<file path="src/rtl/furv_pkg.sv">
// furv_pkg: shared encodings for the FURV memory/writeback stage
package furv_pkg;
  localparam logic [1:0] WB_ALU = 2'd0;
  localparam logic [1:0] WB_SHIFT = 2'd1;
  localparam logic [1:0] WB_PC4 = 2'd2;
  localparam logic [1:0] WB_U = 2'd3;
  localparam logic [1:0] MW_BYTE = 2'd0;
  localparam logic [1:0] MW_HALF = 2'd1;
  localparam logic [1:0] MW_WORD = 2'd2;
  typedef enum logic {IDLE, BUS} memwb_state_t;
endpackage

</file>
<file path="src/rtl/furv_memwb_if.sv">
// furv_memwb_if: classic pipelined-less data bus between MEMWB (master) and memory (slave)
interface furv_memwb_if;
  logic        bus_cyc;
  logic        bus_stb;
  logic        bus_we;
  logic [3:0]  bus_sel;
  logic [29:0] bus_adr;
  logic [31:0] bus_dat_o;
  logic [31:0] bus_dat_i;
  logic        bus_ack;
  modport master (output bus_cyc, bus_stb, bus_we, bus_sel, bus_adr, bus_dat_o, input bus_dat_i, bus_ack);
  modport slave (input bus_cyc, bus_stb, bus_we, bus_sel, bus_adr, bus_dat_o, output bus_dat_i, bus_ack);
endinterface

</file>
<file path="src/rtl/furv_load_align.sv">
// furv_load_align: extracts and sign/zero-extends a loaded byte, half or word
module furv_load_align
  import furv_pkg::*;
(
  input  logic [31:0] data,
  input  logic [1:0]  byte_addr,
  input  logic [1:0]  width,
  input  logic        is_unsigned,
  output logic [31:0] result
);
  logic [7:0]  b;
  logic [15:0] h;
  // pick the addressed lane, then extend; width 3 falls through to the full word
  always_comb begin
    b = data[{byte_addr, 3'b000} +: 8];
    h = byte_addr[1] ? data[31:16] : data[15:0];
    result = width == MW_BYTE ? {{24{~is_unsigned & b[7]}}, b} :
             width == MW_HALF ? {{16{~is_unsigned & h[15]}}, h} : data;
  end
endmodule

</file>
<file path="src/rtl/furv_memwb.sv">
// furv_memwb: memory access + register writeback stage; FURV_MEMWB_FWD_EN adds fwd_* bypass ports
module furv_memwb
  import furv_pkg::*;
(
  input  logic        clk,
  input  logic        rst_n,
  input  logic        valid_i,
  input  logic        exm_mem,
  input  logic        exm_mem_write,
  input  logic [3:0]  exm_sel,
  input  logic [29:0] exm_addr,
  input  logic [31:0] exm_data_out,
  input  logic [1:0]  exm_mem_width,
  input  logic        exm_mem_unsigned,
  input  logic [1:0]  exm_byte_addr,
  input  logic [1:0]  exm_wb_sel,
  input  logic [31:0] exm_alu_results,
  input  logic [31:0] exm_shifter_results,
  input  logic [31:0] exm_adjacent_pc,
  input  logic [31:0] exm_u_results,
  input  logic [4:0]  exm_rd,
  input  logic        exm_reverse_wb,
  output logic        stall_o,
  furv_memwb_if.master bus,
  output logic        rf_we,
  output logic [4:0]  rf_rd,
  output logic [31:0] rf_wdata
`ifdef FURV_MEMWB_FWD_EN
  ,
  output logic        fwd_valid,
  output logic [4:0]  fwd_rd,
  output logic [31:0] fwd_data
`endif
);
  memwb_state_t state_q, state_d;
  logic        we_q, we_d, ld_uns_q, ld_uns_d;
  logic [3:0]  sel_q, sel_d;
  logic [29:0] adr_q, adr_d;
  logic [31:0] dat_q, dat_d;
  logic [4:0]  ld_rd_q, ld_rd_d;
  logic [1:0]  ld_width_q, ld_width_d, ld_ba_q, ld_ba_d;
  logic        rf_we_q, rf_we_d, pend_v_q, pend_v_d;
  logic [4:0]  rf_rd_q, rf_rd_d, pend_rd_q, pend_rd_d;
  logic [31:0] rf_wdata_q, rf_wdata_d, pend_data_q, pend_data_d;
  logic        accept, ack, alu_we, ld_we;
  logic [31:0] wb_val, ld_val;
  furv_load_align u_align (
    .data(bus.bus_dat_i), .byte_addr(ld_ba_q), .width(ld_width_q),
    .is_unsigned(ld_uns_q), .result(ld_val)
  );
  assign bus.bus_cyc = state_q == BUS;
  assign bus.bus_stb = state_q == BUS;
  assign bus.bus_we = state_q == BUS && we_q;
  assign bus.bus_sel = sel_q;
  assign bus.bus_adr = adr_q;
  assign bus.bus_dat_o = dat_q;
  assign rf_we = rf_we_q;
  assign rf_rd = rf_rd_q;
  assign rf_wdata = rf_wdata_q;
`ifdef FURV_MEMWB_FWD_EN
  assign fwd_valid = rf_we_q;
  assign fwd_rd = rf_rd_q;
  assign fwd_data = rf_wdata_q;
`endif
  // handshake qualifiers and the selected writeback value
  always_comb begin
    ack = state_q == BUS && bus.bus_ack;
    stall_o = state_q == BUS && !bus.bus_ack;
    accept = valid_i && !stall_o;
    wb_val = (exm_wb_sel == WB_ALU ? exm_alu_results : exm_wb_sel == WB_SHIFT ? exm_shifter_results :
              exm_wb_sel == WB_PC4 ? exm_adjacent_pc : exm_u_results) ^ {31'd0, exm_reverse_wb};
    alu_we = accept && !exm_mem && exm_rd != 5'd0;
    ld_we = ack && !we_q && ld_rd_q != 5'd0;
  end
  // bus FSM: launch on accepted memory op, hold request until ack
  always_comb begin
    state_d = state_q;
    we_d = we_q;
    sel_d = sel_q;
    adr_d = adr_q;
    dat_d = dat_q;
    ld_rd_d = ld_rd_q;
    ld_width_d = ld_width_q;
    ld_uns_d = ld_uns_q;
    ld_ba_d = ld_ba_q;
    if (ack) state_d = IDLE;
    if (accept && exm_mem) begin
      state_d = BUS;
      we_d = exm_mem_write;
      sel_d = exm_sel;
      adr_d = exm_addr;
      dat_d = exm_data_out;
      ld_rd_d = exm_rd;
      ld_width_d = exm_mem_width;
      ld_uns_d = exm_mem_unsigned;
      ld_ba_d = exm_byte_addr;
    end
  end
  // writeback port; a one-entry slot absorbs an op accepted in the same cycle a load acks
  always_comb begin
    rf_we_d = pend_v_q | ld_we | alu_we;
    rf_rd_d = pend_v_q ? pend_rd_q : ld_we ? ld_rd_q : exm_rd;
    rf_wdata_d = pend_v_q ? pend_data_q : ld_we ? ld_val : wb_val;
    pend_v_d = pend_v_q ? (ld_we | alu_we) : (ld_we & alu_we);
    pend_rd_d = pend_v_q && ld_we ? ld_rd_q : exm_rd;
    pend_data_d = pend_v_q && ld_we ? ld_val : wb_val;
  end
  // state and pipeline registers; reset clears control only
  always_ff @(posedge clk) begin
    state_q <= rst_n ? state_d : IDLE;
    rf_we_q <= rst_n ? rf_we_d : 1'b0;
    pend_v_q <= rst_n ? pend_v_d : 1'b0;
    we_q <= rst_n ? we_d : 1'b0;
    sel_q <= sel_d;
    adr_q <= adr_d;
    dat_q <= dat_d;
    ld_rd_q <= ld_rd_d;
    ld_width_q <= ld_width_d;
    ld_uns_q <= ld_uns_d;
    ld_ba_q <= ld_ba_d;
    rf_rd_q <= rf_rd_d;
    rf_wdata_q <= rf_wdata_d;
    pend_rd_q <= pend_rd_d;
    pend_data_q <= pend_data_d;
  end
endmodule
</file>
<file path="src/flat_wrapper.sv">
// flat-port wrapper written by rule: the top's interface ports become plain ports
module furv_memwb_flat import furv_pkg::*;
  (clk, rst_n, valid_i, exm_mem, exm_mem_write, exm_sel, exm_addr, exm_data_out, exm_mem_width, exm_mem_unsigned, exm_byte_addr, exm_wb_sel, exm_alu_results, exm_shifter_results, exm_adjacent_pc, exm_u_results, exm_rd, exm_reverse_wb, stall_o, rf_we, rf_rd, rf_wdata, bus_bus_cyc, bus_bus_stb, bus_bus_we, bus_bus_sel, bus_bus_adr, bus_bus_dat_o, bus_bus_dat_i, bus_bus_ack);
  furv_memwb_if bus_i ();
  input  logic clk;
  input  logic rst_n;
  input  logic valid_i;
  input  logic exm_mem;
  input  logic exm_mem_write;
  input  logic [3:0] exm_sel;
  input  logic [29:0] exm_addr;
  input  logic [31:0] exm_data_out;
  input  logic [1:0] exm_mem_width;
  input  logic exm_mem_unsigned;
  input  logic [1:0] exm_byte_addr;
  input  logic [1:0] exm_wb_sel;
  input  logic [31:0] exm_alu_results;
  input  logic [31:0] exm_shifter_results;
  input  logic [31:0] exm_adjacent_pc;
  input  logic [31:0] exm_u_results;
  input  logic [4:0] exm_rd;
  input  logic exm_reverse_wb;
  output logic stall_o;
  output logic rf_we;
  output logic [4:0] rf_rd;
  output logic [31:0] rf_wdata;
  output wire logic [$bits(bus_i.bus_cyc)-1:0] bus_bus_cyc;
  output wire logic [$bits(bus_i.bus_stb)-1:0] bus_bus_stb;
  output wire logic [$bits(bus_i.bus_we)-1:0] bus_bus_we;
  output wire logic [$bits(bus_i.bus_sel)-1:0] bus_bus_sel;
  output wire logic [$bits(bus_i.bus_adr)-1:0] bus_bus_adr;
  output wire logic [$bits(bus_i.bus_dat_o)-1:0] bus_bus_dat_o;
  input wire logic [$bits(bus_i.bus_dat_i)-1:0] bus_bus_dat_i;
  input wire logic [$bits(bus_i.bus_ack)-1:0] bus_bus_ack;
  assign bus_bus_cyc = bus_i.bus_cyc;
  assign bus_bus_stb = bus_i.bus_stb;
  assign bus_bus_we = bus_i.bus_we;
  assign bus_bus_sel = bus_i.bus_sel;
  assign bus_bus_adr = bus_i.bus_adr;
  assign bus_bus_dat_o = bus_i.bus_dat_o;
  assign bus_i.bus_dat_i = bus_bus_dat_i;
  assign bus_i.bus_ack = bus_bus_ack;
  furv_memwb u_core (.clk(clk), .rst_n(rst_n), .valid_i(valid_i), .exm_mem(exm_mem), .exm_mem_write(exm_mem_write), .exm_sel(exm_sel), .exm_addr(exm_addr), .exm_data_out(exm_data_out), .exm_mem_width(exm_mem_width), .exm_mem_unsigned(exm_mem_unsigned), .exm_byte_addr(exm_byte_addr), .exm_wb_sel(exm_wb_sel), .exm_alu_results(exm_alu_results), .exm_shifter_results(exm_shifter_results), .exm_adjacent_pc(exm_adjacent_pc), .exm_u_results(exm_u_results), .exm_rd(exm_rd), .exm_reverse_wb(exm_reverse_wb), .stall_o(stall_o), .bus(bus_i), .rf_we(rf_we), .rf_rd(rf_rd), .rf_wdata(rf_wdata));
endmodule
</file>
<file path="config.mk">
export PLATFORM = sky130hd
export DESIGN_NAME = furv_memwb_flat
export DESIGN_NICKNAME = d
export VERILOG_FILES = /design/src/rtl/furv_pkg.sv /design/src/rtl/furv_memwb_if.sv /design/src/rtl/furv_load_align.sv /design/src/rtl/furv_memwb.sv /design/src/flat_wrapper.sv
export SDC_FILE = /design/constraint.sdc
export NUM_CORES = 1
export LEC_CHECK = 0
export BUFFER_PORTS_ARGS = -buffer_cell sky130_fd_sc_hd__buf_4
export CORE_AREA = 2 2 149 151
export DETAILED_ROUTE_END_ITERATION = 16
export DIE_AREA = 0 0 151 153
export PLACE_DENSITY_LB_ADDON = 0.15
export SLEW_MARGIN = 20
export SYNTH_ARGS = -nofsm -noshare
export SYNTH_HDL_FRONTEND = slang
export SYNTH_HIERARCHICAL = 1
export SYNTH_SLANG_ARGS = --single-unit
export TNS_END_PERCENT = 30
</file>
<file path="constraint.sdc">
create_clock -name clk -period 7.4 [get_ports clk]
set_clock_uncertainty 0.05 [all_clocks]
set_input_delay 0.74 -clock clk [delete_from_list [all_inputs] [get_ports clk]]
set_output_delay 0.74 -clock clk [all_outputs]
set_load 0.05 [all_outputs]
</file>
==> metrics.yaml <==
ant_nets: 0
avgSynthCellArea_um2: 13.5
dp.final_hpwl_um: 16600
hold_ws_ns: 0.380
max_freq_mhz: 353
crit_chain: "mux2_2 > a31oi_4 > o21ai_0 > mux2_1"
crit_path_start: "u_core/ld_ba_q[1]"
rows: 54
synthCells: 518
post-route-period-util_pct: 38.3
leakage_nw: 4.58
fillers: 1948
slew_headroom_pct: 32.5
ys_seq_area_share_pct: 54.9
ys_ff_latch: 154
insertedDiodeCount: 0
core_area_mm2: 0.0215
setup_violations: 0
dieHeight_um: 153
slew_violations: 0
drt_iter0_markers: 260
startpoint_type: "flop"
worst_pin_slew_ns: 1.01
min_period_ns: 2.83
wl_um: 21800
timing.final.ws_setup_ns: 4.57
cts_setup_buffers: 0
grt_max_degree: 77
h-tree-depth: 4
drive_above_1_share_pct: 54.1
nets: 1099
start_util_pct: 32.6
cp_slowest_cell: "edfxtp_1"
finalPower_mw: 2.32
setup_tns_ns: 0
crit_fanout: 33
clock_sinks: 154
crit_arrival_ns: 3.09
ctsHoldBuffers: 0
syn2layout_area_growth_pct: 48.4
drc: 0
cts_made_buffers: 17
syn_nets: 763
clk_latency_ns: 0.42
antenna_found_initial: 0
yosys_warnings: 6
synth_top_flop_cell: "dfxtp_1"
synth_cell_type_count: 40
via_per_inst: 4.86
clkTransAtPathRegs_ns: 0.07
clockBufferDepth: 2
cts_tree: "built"
worst_path_largest_cell_delay_ns: 1.02
rsz0062_at_grt: "no"
dr.pass1.iters: 4
min_path_type: "reg2reg"
ios: 353
gp_congestion: 0.784
synth_edf_count: 76
maxCapViolCount: 0
cp.required_ns: 7.66
grt_pass1_vias: 5747
root_buffer: "clkbuf_16"
cp.buffers_inverters: 0
ys_async_sr_fraction_pct: 0
crit_type: "reg2reg"
cp-end-kind: "flop"
finalHoldViolations: 0
gr-total-overflow: 0
fin_area_mm2: 0.0104
synthesis.area_mm2: 0.00701
status: "completed"
power_density_mw_per_mm2: 223
grt_pass1_wl_um: 32100
die_area_mm2: 0.0231
path_delay_family: "flip-flops"
avgRoutedWirePerCell_um: 19.0
portBuffers: 352
place_area_mm2: 0.00980
timing.rr.start: "u_core/ld_ba_q[1]"
worst_hold_startpoint: "u_core/pend_data_q[24]"
die_w_um: 151
cts_resized: 0
grt_use_total_pct: 18.5
via_count: 5573
place_ws_ns: 4.58
vdd_drop_max_uv: 115
-- power by group --
group / internal (mW) / switching, mW
registers: 0.962 / 0.0239
logic: 0.210 / 0.265
clock network: 0.457 / 0.403
-- final cells by class --
type / count / area (um^2) / area share (%)
Clock buffer: 17 / 425 / 4.09
Clock inverter: 15 / 173 / 1.66
Inverter: 4 / 16.3 / 0.156
Multi-Input combinational cell: 320 / 2910 / 27.9
Sequential cell: 154 / 3840 / 37.0
Tap cell: 280 / 350 / 3.37
Timing Repair Buffer: 357 / 2680 / 25.8
-- final timing paths --
kind                                  to  slack [ns]  depth (start not counted)
hold / removal       u_core/rf_wdata[24]        0.38                          2
hold reg to reg      u_core/rf_wdata[24]        0.38                          2
setup / recovery  u_core/pend_data_q[16]        4.57                          4
setup reg to reg  u_core/pend_data_q[16]        4.57                          4
-- state kept, by name, indices dropped and copies added (netlist names), 2 cells and up --
| name | cells |
|---|---|
| u_core/pend_rd_q | 5 |
| u_core/bus.bus_dat_o | 32 |
| u_core/rf_wdata | 32 |
| u_core/bus.bus_sel | 4 |
| u_core/ld_width_q | 2 |
| u_core/pend_data_q | 32 |
| u_core/rf_rd | 5 |
| u_core/ld_ba_q | 2 |
| u_core/bus.bus_adr | 30 |
| u_core/ld_rd_q | 5 |
-- per-stage QoR --
step / utilization, % / cells
floorplan: - / 518
global placement: 45.6 / 1115
detailed placement: 45.6 / 1115
CTS: 48.4 / 1147
global route: 48.4 / 1147
finish: 48.4 / 1147
-- cell usage in the layout (no fill, tap or decap), types with 7 or more instances in the layout --
master / count
and3b_1: 9
a211oi_1: 7
clkbuf_16: 17
mux2_1: 10
nand2_1: 49
o21ai_2: 12
o21ai_1: 26
edfxtp_1: 76
nor2_1: 10
o22ai_1: 7
mux2i_1: 37
mux4_2: 33
buf_4: 357
nand3_1: 10
mux4_1: 7
nor2b_1: 32
dfxtp_1: 77
mux2_2: 27
o21ai_0: 23
-- cells in the mapped netlist, types with 2 or more instances --
library cell	instances	share of area [%]
a211oi_1	7	0.75
a21boi_0	2	0.21
a21oi_1	3	0.21
and3b_1	9	1.1
buf_2	6	0.43
buf_4	3	0.32
buf_6	5	0.80
buf_8	3	0.64
clkbuf_1	21	1.1
dfxtp_1	78	22
edfxtp_1	76	33
inv_1	4	0.21
mux2_1	10	1.6
mux2_2	27	4.3
mux2i_1	37	5.3
mux4_1	7	2.6
mux4_2	33	11
nand2_1	49	2.6
nand2b_1	2	0.18
nand3_1	10	0.71
nor2_1	10	0.54
nor2b_1	32	2.9
o21a_1	2	0.21
o21ai_0	23	1.6
o21ai_1	26	1.9
o21ai_2	13	1.6
o22ai_1	7	0.63
-- kinds of logic after synthesis --
group | Yosys count | synth area share (%)
DFF | 154 | 54.9
and+or+nand+nor | 119 | 8.89
muxes | 114 | 24.5
AOI/OAI and AO/OA | 86 | 7.75
buffers and inverters | 44 | 3.89
xor gates and xnor gates | 1 | 0.125
-- layer usage --
metal	vias up	wire length (um)	GRT usage (%)
met3	17	1720	4.84
met5	-	0	0
met2	245	11300	32.9
li1	2625	-	-
met1	2686	8500	21.7
met4	0	273	5.38
-- worst min-delay path, cell delays in order (launching register included) --
cell and delay [ns]:
dfxtp_1 0.31, nand2_1 0.04, o21ai_1 0.05
No activity file was read; power rests on OpenSTA's default activity.
